**config.mk**
```make
export PLATFORM = sky130hd
export DESIGN_NAME = robo_controlador
export DESIGN_NICKNAME = d
export VERILOG_FILES = /design/src/rtl/robo_controlador.sv
export SDC_FILE = /design/constraint.sdc
export NUM_CORES = 1
export LEC_CHECK = 0
export CAP_MARGIN = 25
export CORE_MARGIN = 10
export CORE_UTILIZATION = 48
export DETAILED_ROUTE_END_ITERATION = 7
export GPL_TIMING_DRIVEN = 0
export PLACE_DENSITY = 0.76
export SYNTH_ARGS = -nofsm -noshare
export SYNTH_HDL_FRONTEND = slang
export SYNTH_SLANG_ARGS = --single-unit
```
**constraint.sdc**
```tcl
create_clock -name clock -period 1.66 [get_ports clock]
set_clock_uncertainty 0.2 [all_clocks]
set_input_delay 0.415 -clock clock [delete_from_list [all_inputs] [get_ports clock]]
set_output_delay 0.415 -clock clock [all_outputs]
set_load 0.01 [all_outputs]
```
**src/rtl/robo_controlador.sv**
```systemverilog
// Left-hand wall-following robot controller: settle, sample sensors, turn or move.
// Optional STUCK_DETECT_EN: four consecutive right turns without a move end the run in STUCK.
module robo_controlador #(
    parameter logic [15:0] MAX_PASSOS     = 16'd400,
    parameter logic [3:0]  SETTLE_CYC     = 4'd1,
    parameter logic [2:0]  ORIENT_INICIAL = 3'b011
) (
    input  logic        clock,
    input  logic        reset,
    input  logic        start,
    input  logic        head,
    input  logic        left,
    output logic [2:0]  acao,
    output logic [2:0]  orientacao,
    output logic [15:0] passos,
    output logic        busy,
    output logic        done,
    output logic        stuck
);

    typedef enum logic [2:0] {
        S_IDLE,
        S_SETTLE,
        S_DECIDE,
        S_MOVE,
        S_DONE
`ifdef STUCK_DETECT_EN
        , S_STUCK
`endif
    } state_t;

    state_t     state;
    logic [3:0] settle_cnt;

    // Heading codes: 001 north, 010 west, 011 east, 100 south.
    function automatic logic [2:0] rot_left(input logic [2:0] o);
        case (o)
            3'b001:  rot_left = 3'b010;
            3'b010:  rot_left = 3'b100;
            3'b100:  rot_left = 3'b011;
            default: rot_left = 3'b001;
        endcase
    endfunction

    function automatic logic [2:0] rot_right(input logic [2:0] o);
        case (o)
            3'b001:  rot_right = 3'b011;
            3'b011:  rot_right = 3'b100;
            3'b100:  rot_right = 3'b010;
            default: rot_right = 3'b001;
        endcase
    endfunction

`ifdef STUCK_DETECT_EN
    logic [2:0] turns;
`else
    assign stuck = 1'b0;
`endif

    always_ff @(posedge clock) begin
        if (!reset) begin
            state      <= S_IDLE;
            orientacao <= ORIENT_INICIAL;
            passos     <= 16'd0;
            busy       <= 1'b0;
            done       <= 1'b0;
            settle_cnt <= 4'd0;
`ifdef STUCK_DETECT_EN
            turns      <= 3'd0;
            stuck      <= 1'b0;
`endif
        end else begin
            case (state)
                S_IDLE: begin
                    if (start) begin
                        passos     <= 16'd0;
                        busy       <= 1'b1;
                        settle_cnt <= SETTLE_CYC - 4'd1;
                        state      <= S_SETTLE;
`ifdef STUCK_DETECT_EN
                        turns      <= 3'd0;
`endif
                    end
                end
                S_SETTLE: begin
                    if (settle_cnt == 4'd0) state <= S_DECIDE;
                    else                    settle_cnt <= settle_cnt - 4'd1;
                end
                S_DECIDE: begin
                    if (passos == MAX_PASSOS) begin
                        busy  <= 1'b0;
                        done  <= 1'b1;
                        state <= S_DONE;
                    end else if (!left) begin
                        orientacao <= rot_left(orientacao);
                        state      <= S_MOVE;
                    end else if (!head) begin
                        state <= S_MOVE;
                    end else begin
`ifdef STUCK_DETECT_EN
                        // The fourth blocked turn ends the run instead of turning again.
                        if (turns == 3'd3) begin
                            turns <= 3'd4;
                            busy  <= 1'b0;
                            stuck <= 1'b1;
                            state <= S_STUCK;
                        end else begin
                            turns      <= turns + 3'd1;
                            orientacao <= rot_right(orientacao);
                            settle_cnt <= SETTLE_CYC - 4'd1;
                            state      <= S_SETTLE;
                        end
`else
                        orientacao <= rot_right(orientacao);
                        settle_cnt <= SETTLE_CYC - 4'd1;
                        state      <= S_SETTLE;
`endif
                    end
                end
                S_MOVE: begin
                    if (passos != 16'hFFFF) passos <= passos + 16'd1;
                    settle_cnt <= SETTLE_CYC - 4'd1;
                    state      <= S_SETTLE;
`ifdef STUCK_DETECT_EN
                    turns      <= 3'd0;
`endif
                end
                default: ;  // terminal states hold until reset
            endcase
        end
    end

    // Move command depends only on registered state and heading.
    always_comb begin
        acao = 3'b000;
        if (state == S_MOVE) begin
            case (orientacao)
                3'b001:  acao = 3'b001;
                3'b010:  acao = 3'b010;
                3'b011:  acao = 3'b100;
                3'b100:  acao = 3'b011;
                default: acao = 3'b000;
            endcase
        end
    end

endmodule
```
# [Word-level counts from Yosys, hierarchy flattened]
# Cells that the tools add are included.
[totals] latchBits=0 register_bits=28 ramBits=0 romBits=0 mem_count=0 inputBits=5
[op_classes] div=0 shift=0 n_mul=0 n_addsub=2 bitwise_logic=1 n_lt_le_gt_ge=0 n_reduce_logical=11 n_mux=24 n_eq_ne=18
[op_table] cell="$mux W16" count=2
[op_table] cell="$pmux W16 S2" count=1
[op_table] cell="$pmux W3 S4" count=2
[op_table] cell="$mux W4" count=5
[op_table] cell="$mux W3" count=6
[op_table] cell="$ne A2 B2 Y1 const B" count=9
[op_table] cell="$pmux W3 S3" count=2
[op_table] cell="$add A16 B1 Y16 const B" count=1
[op_table] cell="$eq A16 B9 Y1 const B" count=1
[op_table] cell="$ne A16 B16 Y1 const B" count=1
[op_table] cell="$pmux W4 S4" count=1
[op_table] cell="$eq A3 B2 Y1 const B" count=4
[op_table] cell="$reduce_and A3 Y1" count=4
[op_table] cell="$eq A3 B1 Y1 const B" count=2
[op_table] cell="$reduce_and A6 Y1" count=1
[op_table] cell="$logic_not A4 Y1" count=1
[op_table] cell="$mux W2" count=2
[op_table] cell="$reduce_bool A2 Y1" count=2
[op_table] cell="$reduce_bool A4 Y1" count=1
[op_table] cell="$sub A4 B1 Y4 const B" count=1
[op_table] cell="$eq A3 B3 Y1 const B" count=1
[op_table] cell="$logic_not A3 Y1" count=1
[op_table] cell="$mux W1" count=2
[op_table] cell="$pmux W1 S2" count=1
[op_table] cell="other kinds (2)" count=2

# [Depth between registers and ports, before layout]
[depth] depth_word=4 ltp_mapped=7 ltp_nobuf=7

# [Worst setup path before layout]
# No wires, ideal clock.
[synth_path] path_type="reg2reg" start="register passos[0]" end="register passos[10]" setup_time_ns=0.087 period_less_slack_ns=1.835 setup_slack_ns=-0.175 stages_incl_launch_ff=7 path_buffers=0 arrival_time_ns=1.548 path_cell_list="dfxtp_1 > ha_1 > nand3_1 > nor4_4 > o211a_4 > o21ai_1 > o31ai_1"
[synth_via] elab_chain_len=3
[synth_rtl] item="start, declared" line_no="15" text="output logic [15:0] passos,"
[synth_rtl] item="start signal, assigned" line_no="121" text="if (passos != 16'hFFFF) passos <= passos + 16'd1;"
[synth_rtl] item="$add A16 B1 Y16 or $ne A16 B16 Y1 (tied branches)" line_no="121"
[synth_rtl] item="$mux W16 or $ne A2 B2 Y1 (tied branches)"
[synth_rtl] item="$pmux W16 S2 or $reduce_and A3 Y1 (tied branches)"
# Parallel ways exist; a longest one is shown, timed or not. The select of a mux whose other input is x is not followed.
# A chain may end at the register's enable or synchronous reset.

# [Final worst setup path]
[layout_path] start="register state[2]" end="register passos[10]"
[layout_via] elab_chain_len=3
[layout_rtl] item="start, declared" line_no="32" text="state_t state;"
[layout_rtl] item="start signal, assigned" line_no="62" text="state <= S_IDLE;"
[layout_rtl] item="start signal, assigned" line_no="79" text="state <= S_SETTLE;"
[layout_rtl] item="start signal, assigned" line_no="86" text="if (settle_cnt == 4'd0) state <= S_DECIDE;"
[layout_rtl] item="$eq A3 B2 Y1 or $logic_not A3 Y1 (tied branches)" line_no="73" text="case (state)"
[layout_rtl] item="$ne A2 B2 Y1 (no line) or $reduce_bool A2 Y1 (tied branches)"
[layout_rtl] item="$reduce_and A3 Y1 (no line)"
# Parallel ways exist; a longest one is shown, timed or not.

==> results_tabular.tex <==
\begin{tabular}{lr}
\hline
Metric & Value \\
\hline
\multicolumn{2}{l}{\textbf{Layout}} \\
Commonest non-fill, non-tap cell in the layout & sky130\_fd\_sc\_hd\_\_buf\_4 \\
Post-layout nets & 292 \\
Top library cells by usage in the layout, fill and taps aside & 26 x sky130\_fd\_sc\_hd\_\_buf\_4, 21 x sky130\_fd\_sc\_hd\_\_dlygate4sd2\_1, 20 x sky130\_fd\_sc\_hd\_\_nor2\_1 \\
Fill cell total of the finished layout & 263 \\
Number of inserted diodes & 0 \\
Share of layout cells above drive strength 1 & 44.68\% \\
Final instance area & 2755 µm² \\
Area delta synth->final & 52.81\% \\
\multicolumn{2}{l}{\textbf{Global routing}} \\
Tot GR Track Use & 15.33\% \\
Wire length of the first global-routing pass & 8.259 mm \\
Pin count of the biggest net entering global routing & 17 \\
Total overflow reported by the global router & 0 \\
Number of antenna violations at the first check in global routing & 0 \\
Via count of the first global-routing pass & 1,714 \\
\multicolumn{2}{l}{\textbf{Power}} \\
P\_leak & 1.193 nW \\
Max IR drop VDD & 444.6 µV \\
Power, Total & 1.723 mW \\
Fraction of power spent switching nets & 28.66\% \\
Relative contribution of the clock network to total power & 32.2\% \\
Sw power & 0.4937 mW \\
Gate power share & 26.4\% \\
Internal power & 1.229 mW \\
Reg power frac & 41.3\% \\
Power density of the placed cells & 625.3 nW/µm² \\
\multicolumn{2}{l}{\textbf{Worst setup path}} \\
Required time of the critical path & 1640 ps \\
Nature of the critical path startpoint & register \\
Worst Setup End Kind & register \\
Crit path arrival time & 1810 ps \\
Crit Path Category & register to register \\
Maximum fanout along the worst path & 7 \\
\multicolumn{2}{l}{\textbf{Synthesis}} \\
Mapped Nets & 233 \\
Dominant register cell in the synthesized netlist & sky130\_fd\_sc\_hd\_\_dfxtp\_1 \\
Synth async-reset ratio & 0\% \\
Number of flops mapped to enable cells by yosys & 0 \\
Number of warnings reported in the yosys synthesis log & 0 \\
Avg Inst Size Synth & 8.049 µm² \\
Cell area after synthesis & 1803 µm² \\
Portion of the post-synthesis area used by sequential elements & 31.09\% \\
Gate Count Post-Synth & 224 \\
Number of register bits inferred by synthesis & 28 \\
Number of distinct standard cells referenced by the synthesized netlist & 59 \\
\multicolumn{2}{l}{\textbf{Die}} \\
Die width & 81.29 µm \\
Effective utilization at floorplan & 49.62\% \\
Chip height & 81.29 µm \\
Top-level port count & 30 \\
Number of placement rows & 22 \\
Die ar. & 6607 µm² \\
CORE AREA & 3633 µm² \\
\multicolumn{2}{l}{\textbf{Clock tree}} \\
Clock tree from TritonCTS & yes \\
Buffers from clock root to sink, at most & 2 \\
CTS H-Tree Depth & 1 \\
Number of clock buffers inserted by TritonCTS & 3 \\
CTS clock-pin slew for the worst setup and hold paths & 100 ps \\
Root buffer cell & sky130\_fd\_sc\_hd\_\_clkbuf\_8 \\
Clock latency of the later-clocked register in the worst-skew pair & 290 ps \\
CTS sink count & 28 \\
\multicolumn{2}{l}{\textbf{STA}} \\
Maximum clock frequency & 547.6 MHz \\
Post-Route Hold Slack & 271.8 ps \\
RSZ-0062 raised after global routing & true \\
Hold Violations, Final & 0 \\
Number of setup violations in the final report & 29 \\
Final Slew Violations & 0 \\
Final worst setup slack & -166.2 ps \\
Final period utilization & 110.0\% \\
Shortest clock period the worst path allows after layout & 1826 ps \\
\multicolumn{2}{l}{\textbf{Routing}} \\
Detailed-routed wire length on met3 & 324 µm \\
Via Count & 1,931 \\
Router iterations before antenna repair & 4 \\
First-iteration detailed-routing DRC count & 124 \\
DR WL met2 & 2.845 mm \\
DRT met1 WL & 2.183 mm \\
Routed wire per std cell & 16.64 µm \\
Top layer reached by signal wires & met4 \\
Drt via density & 5.852 \\
Number of routed nets with antenna violations & 0 \\
DRC & 0 \\
Routed WL & 5.490 mm \\
\multicolumn{2}{l}{\textbf{Outcome}} \\
Violated checks & setup timing \\
Outcome & finished with violations \\
\multicolumn{2}{l}{\textbf{Place}} \\
Buffers added on ports & 26 \\
Worst slack at placement & -600.9 ps \\
Placed Area & 2198 µm² \\
Final weighted congestion in routability-driven placement & 0.8623 \\
Half-perimeter wire length after placement & 3.224 mm \\
\multicolumn{2}{l}{\textbf{Worst hold path}} \\
Worst hold-check path type & primary input to register \\
\multicolumn{2}{l}{\textbf{Run}} \\
Number of max-cap violations & 0 \\
\hline
\end{tabular}
==> through the flow <==
step	std cells	TNS (ps)	utilization (%)
after floorplan	224	-373.8	-
after global placement	298	-12390	60.50
after detailed placement	298	-12880	60.50
after CTS	315	-3186	69.77
after global routing	330	-4667	75.83
final	330	-2542	75.83
==> routing by layer <==
metal | global-route usage, % | vias up
met5 | 0 | -
met4 | 6.401 | 0
met3 | 1.987 | 11
met2 | 26.94 | 59
met1 | 18.23 | 926
li1 | - | 935
==> synthesized netlist by cell type, types with 2 or more instances <==
cell type | count | share of area [%]
sky130_fd_sc_hd__a21oi_1 | 8 | 2.2
sky130_fd_sc_hd__a2bb2oi_1 | 4 | 1.9
sky130_fd_sc_hd__a31oi_1 | 3 | 1.0
sky130_fd_sc_hd__a32o_1 | 2 | 1.1
sky130_fd_sc_hd__and2_1 | 2 | 0.69
sky130_fd_sc_hd__and3_1 | 2 | 0.69
sky130_fd_sc_hd__buf_4 | 3 | 1.2
sky130_fd_sc_hd__buf_6 | 4 | 2.5
sky130_fd_sc_hd__clkbuf_1 | 4 | 0.83
sky130_fd_sc_hd__dfxtp_1 | 28 | 31
sky130_fd_sc_hd__ha_1 | 4 | 2.8
sky130_fd_sc_hd__inv_1 | 9 | 1.9
sky130_fd_sc_hd__nand2_1 | 24 | 5.0
sky130_fd_sc_hd__nand2b_1 | 5 | 1.7
sky130_fd_sc_hd__nand3_1 | 18 | 5.0
sky130_fd_sc_hd__nand3b_1 | 2 | 0.83
sky130_fd_sc_hd__nand4_1 | 4 | 1.4
sky130_fd_sc_hd__nor2_1 | 22 | 4.6
sky130_fd_sc_hd__nor2b_1 | 6 | 2.1
sky130_fd_sc_hd__nor3_1 | 5 | 1.4
sky130_fd_sc_hd__nor3b_1 | 2 | 0.83
sky130_fd_sc_hd__nor4_1 | 5 | 1.7
sky130_fd_sc_hd__o21ai_0 | 8 | 2.2
sky130_fd_sc_hd__o21ai_1 | 6 | 1.7
sky130_fd_sc_hd__o31ai_1 | 6 | 2.5
sky130_fd_sc_hd__xnor2_1 | 2 | 0.97
sky130_fd_sc_hd__xor2_1 | 4 | 1.9
==> power groups by stage <==
stage / logic [mW] / registers (mW) / clock network [mW]
final: 0.455 / 0.712 / 0.556
after global routing: 0.492 / 0.716 / 0.590
after CTS: 0.378 / 0.711 / 0.564
after detailed placement: 0.312 / 0.731 / 0
after global placement: 0.310 / 0.730 / 0
after floorplan: 0.230 / 0.732 / 0
==> path summary, 6_finish.rpt <==
check / from / endpoint / slack [ps] / cells after the start
hold reg to reg: done$_SDFFE_PN0P_ / done$_SDFFE_PN0P_ / 290 / 2
setup reg to reg: state[2]$_SDFFE_PN0P_ / passos[10]$_SDFFE_PN0P_ / -170 / 5
hold / removal: reset / passos[15]$_SDFFE_PN0P_ / 270 / 3
setup / recovery: state[2]$_SDFFE_PN0P_ / passos[10]$_SDFFE_PN0P_ / -170 / 5
==> logic make-up after synthesis <==
| family | synth area share (%) |
|---|---|
| other cells | 0.2080 |
| buf+inv | 7.008 |
| compound gates | 20.20 |
| flops | 31.09 |
| fa+ha+maj | 2.776 |
| simple gates | 35.81 |
| xor+xnor | 2.915 |
==> critical path, stage by stage (launching register included) <==
cell and delay, ps:
sky130_fd_sc_hd__dfxtp_2 360, sky130_fd_sc_hd__buf_8 120, sky130_fd_sc_hd__or4b_4 590, sky130_fd_sc_hd__o211a_4 210
sky130_fd_sc_hd__o21ai_2 150, sky130_fd_sc_hd__o31ai_2 80
==> state kept, by name, summed over array words and instances, names as in the netlist <==
name and cells:
passos 16, busy 1, orientacao 3, settle_cnt 4
state 3, done 1
==> cell type report <==
type	count	area, µm²	area share [%]
tap	48	60.06	2.180
timing repair buffer	57	467.9	16.98
inverter	9	33.78	1.226
sequential	28	621.8	22.57
multi-input combinational	175	1428	51.82
clock inverter	1	30.03	1.090
buffer	9	72.57	2.634
clock buffer	3	41.29	1.499
==> what timing repair did <==
action,CTS,global route
cloned,1,0
setup endpoints to repair,51,32
hold buffers,0,0
buffers inserted,14,17
pin swaps,17,9
gates resized for setup,101,30
hold endpoints to repair,0,0
Note: power is estimated with default switching activity, not from simulation.
